==> config.mk <==
export PLATFORM = sky130hd
export DESIGN_NAME = ps2_rx_fifo
export DESIGN_NICKNAME = d
export VERILOG_FILES = /design/src/rtl/ps2_pkg.sv /design/src/rtl/sync_fifo.sv /design/src/rtl/ps2_rx_fifo.sv
export SDC_FILE = /design/constraint.sdc
export NUM_CORES = 1
export LEC_CHECK = 0
export CELL_PAD_IN_SITES_DETAIL_PLACEMENT = 2
export CELL_PAD_IN_SITES_GLOBAL_PLACEMENT = 2
export CORE_UTILIZATION = 40
export DETAILED_ROUTE_END_ITERATION = 7
export PLACE_DENSITY_LB_ADDON = 0.1
export SYNTH_ARGS = -nofsm -noshare
export SYNTH_HDL_FRONTEND = slang
export SYNTH_SLANG_ARGS = --single-unit
==> constraint.sdc <==
create_clock -name clk -period 7.85 [get_ports clk]
set_clock_uncertainty 0.1 [all_clocks]
set_input_delay 0.785 -clock clk [delete_from_list [all_inputs] [get_ports clk]]
set_output_delay 0.785 -clock clk [all_outputs]
set_load 0.1 [all_outputs]
==> src/rtl/ps2_pkg.sv <==
// rtl/ps2_pkg.sv - shared PS/2 frame constants, receiver state type and frame check
package ps2_pkg;

  localparam int FRAME_BITS = 11;
  localparam int BIT_START  = 0;
  localparam int BIT_PARITY = 9;
  localparam int BIT_STOP   = 10;

  typedef enum logic {
    IDLE  = 1'b0,
    SHIFT = 1'b1
  } rx_state_t;

  // A frame is good when start is low, stop is high and data+parity has odd weight.
  function automatic logic frame_ok(input logic [FRAME_BITS-1:0] f);
    return (f[BIT_START] == 1'b0) && f[BIT_STOP] && (^f[BIT_PARITY:1]);
  endfunction

endpackage

==> src/rtl/sync_fifo.sv <==
// rtl/sync_fifo.sv - single-clock show-ahead FIFO with occupancy count
module sync_fifo #(
  parameter int WIDTH = 8,
  parameter int DEPTH = 16
) (
  input  logic                         clk,
  input  logic                         clrn,
  input  logic                         push,
  input  logic [WIDTH-1:0]             wdata,
  input  logic                         pop,
  output logic                         full,
  output logic                         empty,
  output logic [$clog2(DEPTH+1)-1:0]   count,
  output logic [WIDTH-1:0]             head
);

  localparam int AW = $clog2(DEPTH);
  localparam int CW = $clog2(DEPTH+1);

  logic [WIDTH-1:0] mem [DEPTH];
  logic [AW-1:0]    wr_ptr;
  logic [AW-1:0]    rd_ptr;
  logic             do_push;
  logic             do_pop;

  assign full  = (count == CW'(DEPTH));
  assign empty = (count == '0);

  // A pop on an empty FIFO is ignored; a push while full only lands if a pop frees the slot.
  assign do_pop  = pop & ~empty;
  assign do_push = push & (~full | do_pop);

  // Show-ahead head reads as zero while empty so reset presents 0x00.
  assign head = empty ? '0 : mem[rd_ptr];

  // Storage write; when full with a simultaneous pop this overwrites the slot being vacated.
  always_ff @(posedge clk) begin
    if (do_push) begin
      mem[wr_ptr] <= wdata;
    end
  end

  // Pointer and occupancy bookkeeping; pointers wrap naturally since DEPTH is a power of two.
  always_ff @(posedge clk) begin
    if (!clrn) begin
      wr_ptr <= '0;
      rd_ptr <= '0;
      count  <= '0;
    end else begin
      if (do_push) begin
        wr_ptr <= wr_ptr + AW'(1);
      end
      if (do_pop) begin
        rd_ptr <= rd_ptr + AW'(1);
      end
      case ({do_push, do_pop})
        2'b10:   count <= count + CW'(1);
        2'b01:   count <= count - CW'(1);
        default: count <= count;
      endcase
    end
  end

endmodule

==> src/rtl/ps2_rx_fifo.sv <==
// rtl/ps2_rx_fifo.sv - PS/2 device-to-host frame receiver feeding a byte FIFO
module ps2_rx_fifo
  import ps2_pkg::*;
#(
  parameter int DEPTH   = 16,
  parameter int TIMEOUT = 200000
) (
  input  logic                        clk,
  input  logic                        clrn,
  input  logic                        ps2_clk,
  input  logic                        ps2_data,
  input  logic                        rdn,
  input  logic                        clr_err,
  output logic [7:0]                  data,
  output logic                        ready,
  output logic [$clog2(DEPTH+1)-1:0]  count,
  output logic                        overflow,
  output logic                        frame_err
);

  localparam int TW = $clog2(TIMEOUT+1);

  logic [2:0]            clk_sync;
  logic [2:0]            data_sync;
  logic                  fall;
  logic                  bit_in;

  rx_state_t             state;
  logic [3:0]            bit_cnt;
  logic [TW-1:0]         idle_cnt;
  logic [BIT_PARITY:0]   shreg;
  logic [FRAME_BITS-1:0] frame_now;
  logic                  push_req;
  logic [7:0]            push_byte;
  logic                  bad;

  logic                  full;
  logic                  empty;
  logic                  pop;

  // Bit 0 is the first flop after the pin; edge detect looks at stages 1 and 2.
  assign fall   = clk_sync[2] & ~clk_sync[1];
  assign bit_in = data_sync[1];

  // The frame as it will look once the current (stop) bit is captured.
  assign frame_now = {bit_in, shreg};

  // Pin synchronisers; reset to 1 so the bus looks idle and no false edge appears.
  always_ff @(posedge clk) begin
    if (!clrn) begin
      clk_sync  <= 3'b111;
      data_sync <= 3'b111;
    end else begin
      clk_sync  <= {clk_sync[1:0], ps2_clk};
      data_sync <= {data_sync[1:0], ps2_data};
    end
  end

  // Receiver FSM: collects 11 bits, checks the frame, and aborts stalled partial frames.
  always_ff @(posedge clk) begin
    if (!clrn) begin
      state     <= IDLE;
      bit_cnt   <= '0;
      idle_cnt  <= '0;
      shreg     <= '0;
      push_req  <= 1'b0;
      push_byte <= '0;
      bad       <= 1'b0;
    end else begin
      push_req <= 1'b0;
      bad      <= 1'b0;
      case (state)
        IDLE: begin
          idle_cnt <= '0;
          if (fall) begin
            shreg[BIT_START] <= bit_in;
            bit_cnt          <= 4'd1;
            state            <= SHIFT;
          end
        end
        SHIFT: begin
          if (fall) begin
            idle_cnt <= '0;
            if (bit_cnt == 4'(BIT_STOP)) begin
              state   <= IDLE;
              bit_cnt <= '0;
              if (frame_ok(frame_now)) begin
                push_req  <= 1'b1;
                push_byte <= frame_now[8:1];
              end else begin
                bad <= 1'b1;
              end
            end else begin
              shreg[bit_cnt] <= bit_in;
              bit_cnt        <= bit_cnt + 4'd1;
            end
          end else if (idle_cnt == TW'(TIMEOUT-1)) begin
            state    <= IDLE;
            bit_cnt  <= '0;
            idle_cnt <= '0;
            bad      <= 1'b1;
          end else begin
            idle_cnt <= idle_cnt + TW'(1);
          end
        end
        default: begin
          state    <= IDLE;
          bit_cnt  <= '0;
          idle_cnt <= '0;
        end
      endcase
    end
  end

  assign ready = ~empty;
  assign pop   = ~rdn & ready;

  sync_fifo #(
    .WIDTH (8),
    .DEPTH (DEPTH)
  ) u_fifo (
    .clk   (clk),
    .clrn  (clrn),
    .push  (push_req),
    .wdata (push_byte),
    .pop   (~rdn),
    .full  (full),
    .empty (empty),
    .count (count),
    .head  (data)
  );

  // Sticky error flags; a set event in the same cycle as clr_err takes priority.
  always_ff @(posedge clk) begin
    if (!clrn) begin
      overflow  <= 1'b0;
      frame_err <= 1'b0;
    end else begin
      overflow  <= (push_req & full & ~pop) | (overflow & ~clr_err);
      frame_err <= bad | (frame_err & ~clr_err);
    end
  end

endmodule

==> flow_metrics.tcl, run 1 <==
set metrics [dict create \
    ant_nets 0 \
    max_cap_violations 0 \
    setup_tns_ns 0 \
    portBuffers 21 \
    synth_top_area_share_pct 48.2 \
    clkTransAtPathRegs_ns 0.07 \
    leakage_nw 2.69 \
    rows 51 \
    wire_per_inst_um 22.0 \
    cts_hold_buf 0 \
    setup_violations 0 \
    synth_area_leader_cell "edfxtp_1" \
    cts_num_sinks 195 \
    clkLatencyLatePin_ns 0.43 \
    numCtsBuffers 17 \
    io_pins 22 \
    yosysSeqAreaShare_pct 65.0 \
    grt_max_degree 33 \
    syn2layout_area_growth_pct 13.3 \
    cpMaxStageDelayCell "clkdlybuf4s50_1" \
    die_area_um2 20500 \
    r2r_cells 11 \
    yosys_warnings 0 \
    clockBufferDepth 2 \
    vdd_ir_drop_max_mv 0.138 \
    wl_met3_um 657 \
    cts_max_level 4 \
    met2_length_mm 9.37 \
    relSlewSlack_pct 16.3 \
    drt_wl_total_mm 18.7 \
    gp_congestion 0.732 \
    critical_path_class "register to output port" \
    antenna_found_initial 0 \
    cp_cell_sequence "buf_4, mux4_2, mux4_2, nor2b_1, clkdlybuf4s50_1" \
    fin_area_um2 9030 \
    vias 4586 \
    ys.flop_type "edfxtp_1" \
    grt.total_usage_pct 20.0 \
    nNetsFinal 589 \
    drt-met1-wl_mm 8.59 \
    critical_path_required_ns 6.96 \
    hold_end "clk_sync[1]" \
    grt_overflow 0 \
    hold_depth 1 \
    drv_slew 0 \
    synth_cells 552 \
    initial_utilization_pct 40.8 \
    cts_root_buf "clkbuf_16" \
    detailed_place_hpwl_mm 12.7 \
    fmax_mhz 218 \
    remaining_drc_errors 0 \
    pwr_density_cell_nw_per_um2 216 \
    synthTopCellsByArea "edfxtp_1 (48%), dfxtp_1 (17%), mux4_2 (11%), nor2_1 (2.5%), xor2_1 (2.2%)" \
    fin_util_pct 46.3 \
    path_delay_family "buffers and inverters" \
    synth.most_common_cell "edfxtp_1" \
    cts_resized 0 \
    period_needed_ns 4.59 \
    fin_crit_sh_pct 58.5 \
    hold_class "register to register" \
    viasPerCell 5.38 \
    syn_avg_cell_area_um2 14.4 \
    synthArstFlopShare_pct 0 \
    core_area_um2 19500 \
    r2r-start "u_fifo.count[2]" \
    synth_edf_count 128 \
    crit_top_cell "mux4_2" \
    ys_seq_elements 195 \
    cp-end-kind "output port" \
    critical_path.max_stage_delay_ns 1.00 \
    syn_nets 567 \
    cp-start-kind "register" \
    path_buf_inv 2 \
    syn_area_um2 7970 \
    grt_pass1_vias 4879 \
    ys_types 48 \
    cts_setup_buffers 0 \
    worst_pin_slew_ns 1.25 \
    fp.dieW_um 143 \
    drt_first_pass_iters 4 \
    path_max_fanout 25 \
    hold_path.startpoint "clk_sync[0]" \
    top_layer "met4" \
    die_y_um 143 \
    crit_arrival_ns 3.71 \
    outcome "finished, final reports clean" \
    hold_viol 0 \
    drive_gt1_share_pct 15.0 \
    dpl_cell_area_um2 8450 \
    n_antenna_cell 0 \
    drt_iter0_markers 195 \
    grt_pass1_wl_mm 29.4 \
    r2r_end "u_fifo.count[4]" \
    cts_tree "done" \
    timing.reg2reg.setup_slack_ns 4.28 \
    rsz0062_at_grt "false" \
    synth_common_cells "edfxtp_1 (128), dfxtp_1 (67), nor2_1 (53), nand2_1 (46), mux4_2 (40)" \
]
[flip-flops by register name, indices dropped and copies added (netlist names), named ones only]
register       flops
u_fifo.mem       128
idle_cnt          18
shreg             10
push_byte          8
u_fifo.count       5
bit_cnt            4
u_fifo.rd_ptr      4
u_fifo.wr_ptr      4
clk_sync           3
data_sync          2
bad                1
frame_err          1
overflow           1
push_req           1
state              1
[cells in the final DEF, fill, tap and decap left out, types with 2 or more instances in the layout]
master,count
clkdlybuf4s50_1,21
o21ai_0,4
clkinv_8,2
buf_4,10
and3b_1,2
a21o_1,2
dfxtp_1,65
a21oi_1,16
and3_1,4
nand2_1,46
inv_1,12
nor3_1,9
dfxtp_2,2
nand3b_1,3
nor4b_1,2
o21ai_1,6
nor4_1,9
nor2b_1,12
nand2b_1,9
clkbuf_16,17
a31oi_1,3
xnor2_1,13
nand3_1,11
inv_2,2
mux2i_1,16
clkinv_4,2
inv_6,5
edfxtp_1,128
xor2_1,20
ha_1,9
mux4_2,40
inv_8,5
or3_1,3
nor2_1,53
nand4_1,7
[power breakdown]
part | internal (mW) | total [mW] | switching (mW)
Clock | 0.427 | 0.855 | 0.427
Combinational | 0.00529 | 0.0140 | 0.00874
Sequential | 1.08 | 1.08 | 0.00278
Total | 1.51 | 1.95 | 0.439
[kinds of logic (layout without fill, tap and decap cells)]
logic type / Yosys count / in the layout / share of synthesized area (%)
xor+xnor: 34 / 34 / 3.91
buf+inv: 42 / 77 / 2.43
fa+ha+maj: 9 / 9 / 1.41
simple gates: 176 / 176 / 10.7
flops: 195 / 195 / 65.0
mux: 57 / 57 / 13.6
compound gates: 39 / 39 / 2.89
[how the worst max path moves through the flow]
stage                                 end  cells past startpoint
final                             data[4]                      5
after global routing              data[4]                      5
after CTS                         data[4]                      5
after detailed placement  u_fifo.count[4]                     11
after global placement            data[4]                      5
after floorplan                   data[0]                      5
[layer usage]
metal  track usage, %  vias up
met4             4.58        0
li1                 -     2095
met1             26.0     2400
met3             4.73        7
met5                0        -
met2             33.7       84
[final cells by class]
cell class              instances  area (um^2)
clock buffers                  17          425
clock inverters                15          154
fillers                      1898        10500
inverters                      14         52.6
multi-input cells             315         2590
flip-flops and latches        195         5190
well taps                     265          332
repair buffers                 31          285
[through the flow]
stage | total power, mW | hold WS (ns) | setup WS (ns) | instances
floorplan | 1.12 | 0.286 | 3.91 | 552
global placement | 1.12 | 0.291 | 3.70 | 820
detailed placement | 1.12 | 0.305 | 3.66 | 820
CTS | 1.97 | 0.323 | 3.18 | 852
global route | 2.01 | 0.332 | 3.06 | 852
finish | 1.95 | 0.315 | 3.26 | 852
Power figures use the tool's default switching activity.
==> inputs of run 2 (changes only) <==
==> constraint.sdc (replaced) <==
create_clock -name clk -period 3.75 [get_ports clk]
set_clock_uncertainty 0.1 [all_clocks]
set_input_delay 0.375 -clock clk [delete_from_list [all_inputs] [get_ports clk]]
set_output_delay 0.375 -clock clk [all_outputs]
set_load 0.1 [all_outputs]
==> run 2 against run 1 <==
  * Final cell count rose by 0.23%
  * Clock power up 100%
  * Wire length down 1.8%
  * Setup slack lost 2.7 ns
  * Worst hold slack improved by 0.0090 ns
  * Largest cell class unchanged
==> flow_metrics.tcl, run 2 (synthesis gave the netlist of run 1 again) <==
set metrics [dict create \
    drv_slew 0 \
    cts_max_level 4 \
    die_y_um 143 \
    fillers 1953 \
    switchingPower_uw 876 \
    clkLatencyLatePin_ns 0.43 \
    clockBufferDepth 2 \
    setup_violations 0 \
    drt_wl_total_mm 18.4 \
    fmax_mhz 310 \
    max_cap_violations 0 \
    remaining_drc_errors 0 \
    period_needed_ns 3.23 \
    r2r_cells 12 \
    r2r_end "u_fifo.count[4]" \
    largest_register "u_fifo.mem" \
    clock_power_share_pct 42.8 \
    power_mw 4.02 \
    drive_gt1_share_pct 16.8 \
    initial_utilization_pct 40.8 \
    vias 4511 \
    gp_congestion 0.748 \
    power.internal_mw 3.14 \
    drt_first_pass_iters 5 \
    hold_viol 0 \
    portBuffers 21 \
    cts_hold_buf 0 \
    core_area_um2 19500 \
    nNetsFinal 591 \
    worst_pin_slew_ns 1.06 \
    r2r-start "u_fifo.count[1]" \
    fp.dieW_um 143 \
    grt_max_degree 33 \
    io_pins 22 \
    cp-start-kind "register" \
    path_max_fanout 8 \
    grt_pass1_wl_mm 28.7 \
    timing.reg2reg.setup_slack_ns 0.52 \
    cts_setup_buffers 0 \
    rows 51 \
    combPwrFrac_pct 0.7 \
    worstSetupStartpoint "u_fifo.count[1]" \
    final_common_cell "edfxtp_1" \
    antenna_found_initial 0 \
    pwr_density_cell_nw_per_um2 446 \
    numCtsBuffers 17 \
    crit_arrival_ns 3.40 \
    wire_per_inst_um 21.5 \
    relSlewSlack_pct 29.2 \
    hold_class "register to register" \
    top_regs "u_fifo.mem: 128 flops, idle_cnt: 18 flops, shreg: 10 flops" \
    syn2layout_area_growth_pct 12.9 \
    vdd_ir_drop_max_mv 0.347 \
    leakage_nw 2.69 \
    grt.total_usage_pct 19.5 \
    cts_tree "done" \
    rsz0062_at_grt "false" \
    largest_reg_flops 128 \
    cp-end-kind "register" \
    setup_tns_ns 0 \
    ant_nets 0 \
    die_area_um2 20500 \
    outcome "finished, final reports clean" \
    detailed_place_hpwl_mm 12.3 \
    fin_crit_sh_pct 86.1 \
    cts_root_buf "clkbuf_16" \
    netSwitchingFraction_pct 21.8 \
    grt_pass1_vias 4852 \
    critical_path_required_ns 3.92 \
    crit_end "u_fifo.count[4]" \
    drt_iter0_markers 156 \
    seqPwrFrac_pct 56.5 \
    critical_path_class "register to register" \
    clkTransAtPathRegs_ns 0.07 \
    n_antenna_cell 0 \
    viasPerCell 5.28 \
    cts_resized 0 \
    grt_overflow 0 \
    final_cell_mix "edfxtp_1 (128), dfxtp_1 (66), nor2_1 (53)" \
    cts_num_sinks 195 \
]
## run 2: cell count changes in the layout (fill, tap and decap cells not counted), sizes merged
cell / delta
buf: +11
clkdlybuf4s50: -9
clkinvlp: +4
inv: -3
clkinv: -1
## run 2: worst min-delay path by stage
stage,start,end,cells after the start
4_1_cts,clk_sync[0],clk_sync[1],1
6_report,data_sync[0],data_sync[1],1
3_3_place_gp,data_sync[0],data_sync[1],1
2_1_floorplan,clk_sync[0],clk_sync[1],1
5_1_grt,data_sync[0],data_sync[1],1
3_5_place_dp,clk_sync[0],clk_sync[1],1
## run 2: stage by stage
step	setup WS, ns	area, um^2	instances	util [%]	hold slack (ns)
after floorplan	0.0546	7970	552	-	0.286
after global placement	0.676	8460	822	43.3	0.293
after detailed placement	0.541	8460	822	43.3	0.307
after CTS	0.517	9000	854	46.1	0.331
after global routing	0.181	9000	854	46.1	0.352
final	0.520	9000	854	46.1	0.324
## run 2: final cells by class
type,count,area (um^2),area share (%)
Multi-Input combinational cell,315,2590,28.8
Timing Repair Buffer,33,290,3.22
Sequential cell,195,5190,57.6
Clock inverter,15,124,1.38
Clock buffer,17,425,4.72
Inverter,14,52.6,0.584
Tap cell,265,332,3.68
## run 2: power groups by stage
stage	Combinational (mW)	Sequential, mW	Clock (mW)
3_5_place_dp	0.0300	2.32	0
6_report	0.0289	2.27	1.72
4_1_cts	0.0300	2.27	1.77
2_1_floorplan	0.0217	2.31	0
5_1_grt	0.0329	2.27	1.84
3_3_place_gp	0.0293	2.32	0
## run 2: layer usage
| layer | vias up | track usage [%] | wire length [um] |
|---|---|---|---|
| li1 | 2093 | - | - |
| met2 | 65 | 32.5 | 9060 |
| met4 | 0 | 5.32 | 212 |
| met1 | 2335 | 25.5 | 8390 |
| met3 | 18 | 4.59 | 710 |
| met5 | - | 0 | 0 |
## run 2: worst max-delay path: stages, from the launching register on
cell	delay [ns]
dfxtp_1	0.39
nor4_1	0.58
a31oi_1	0.16
buf_4	0.19
inv_2	0.13
ha_1	0.31
xor2_1	0.11
ha_1	0.19
a21oi_1	0.26
o22ai_1	0.14
a222oi_1	0.29
or3_1	0.16
a21oi_1	0.06
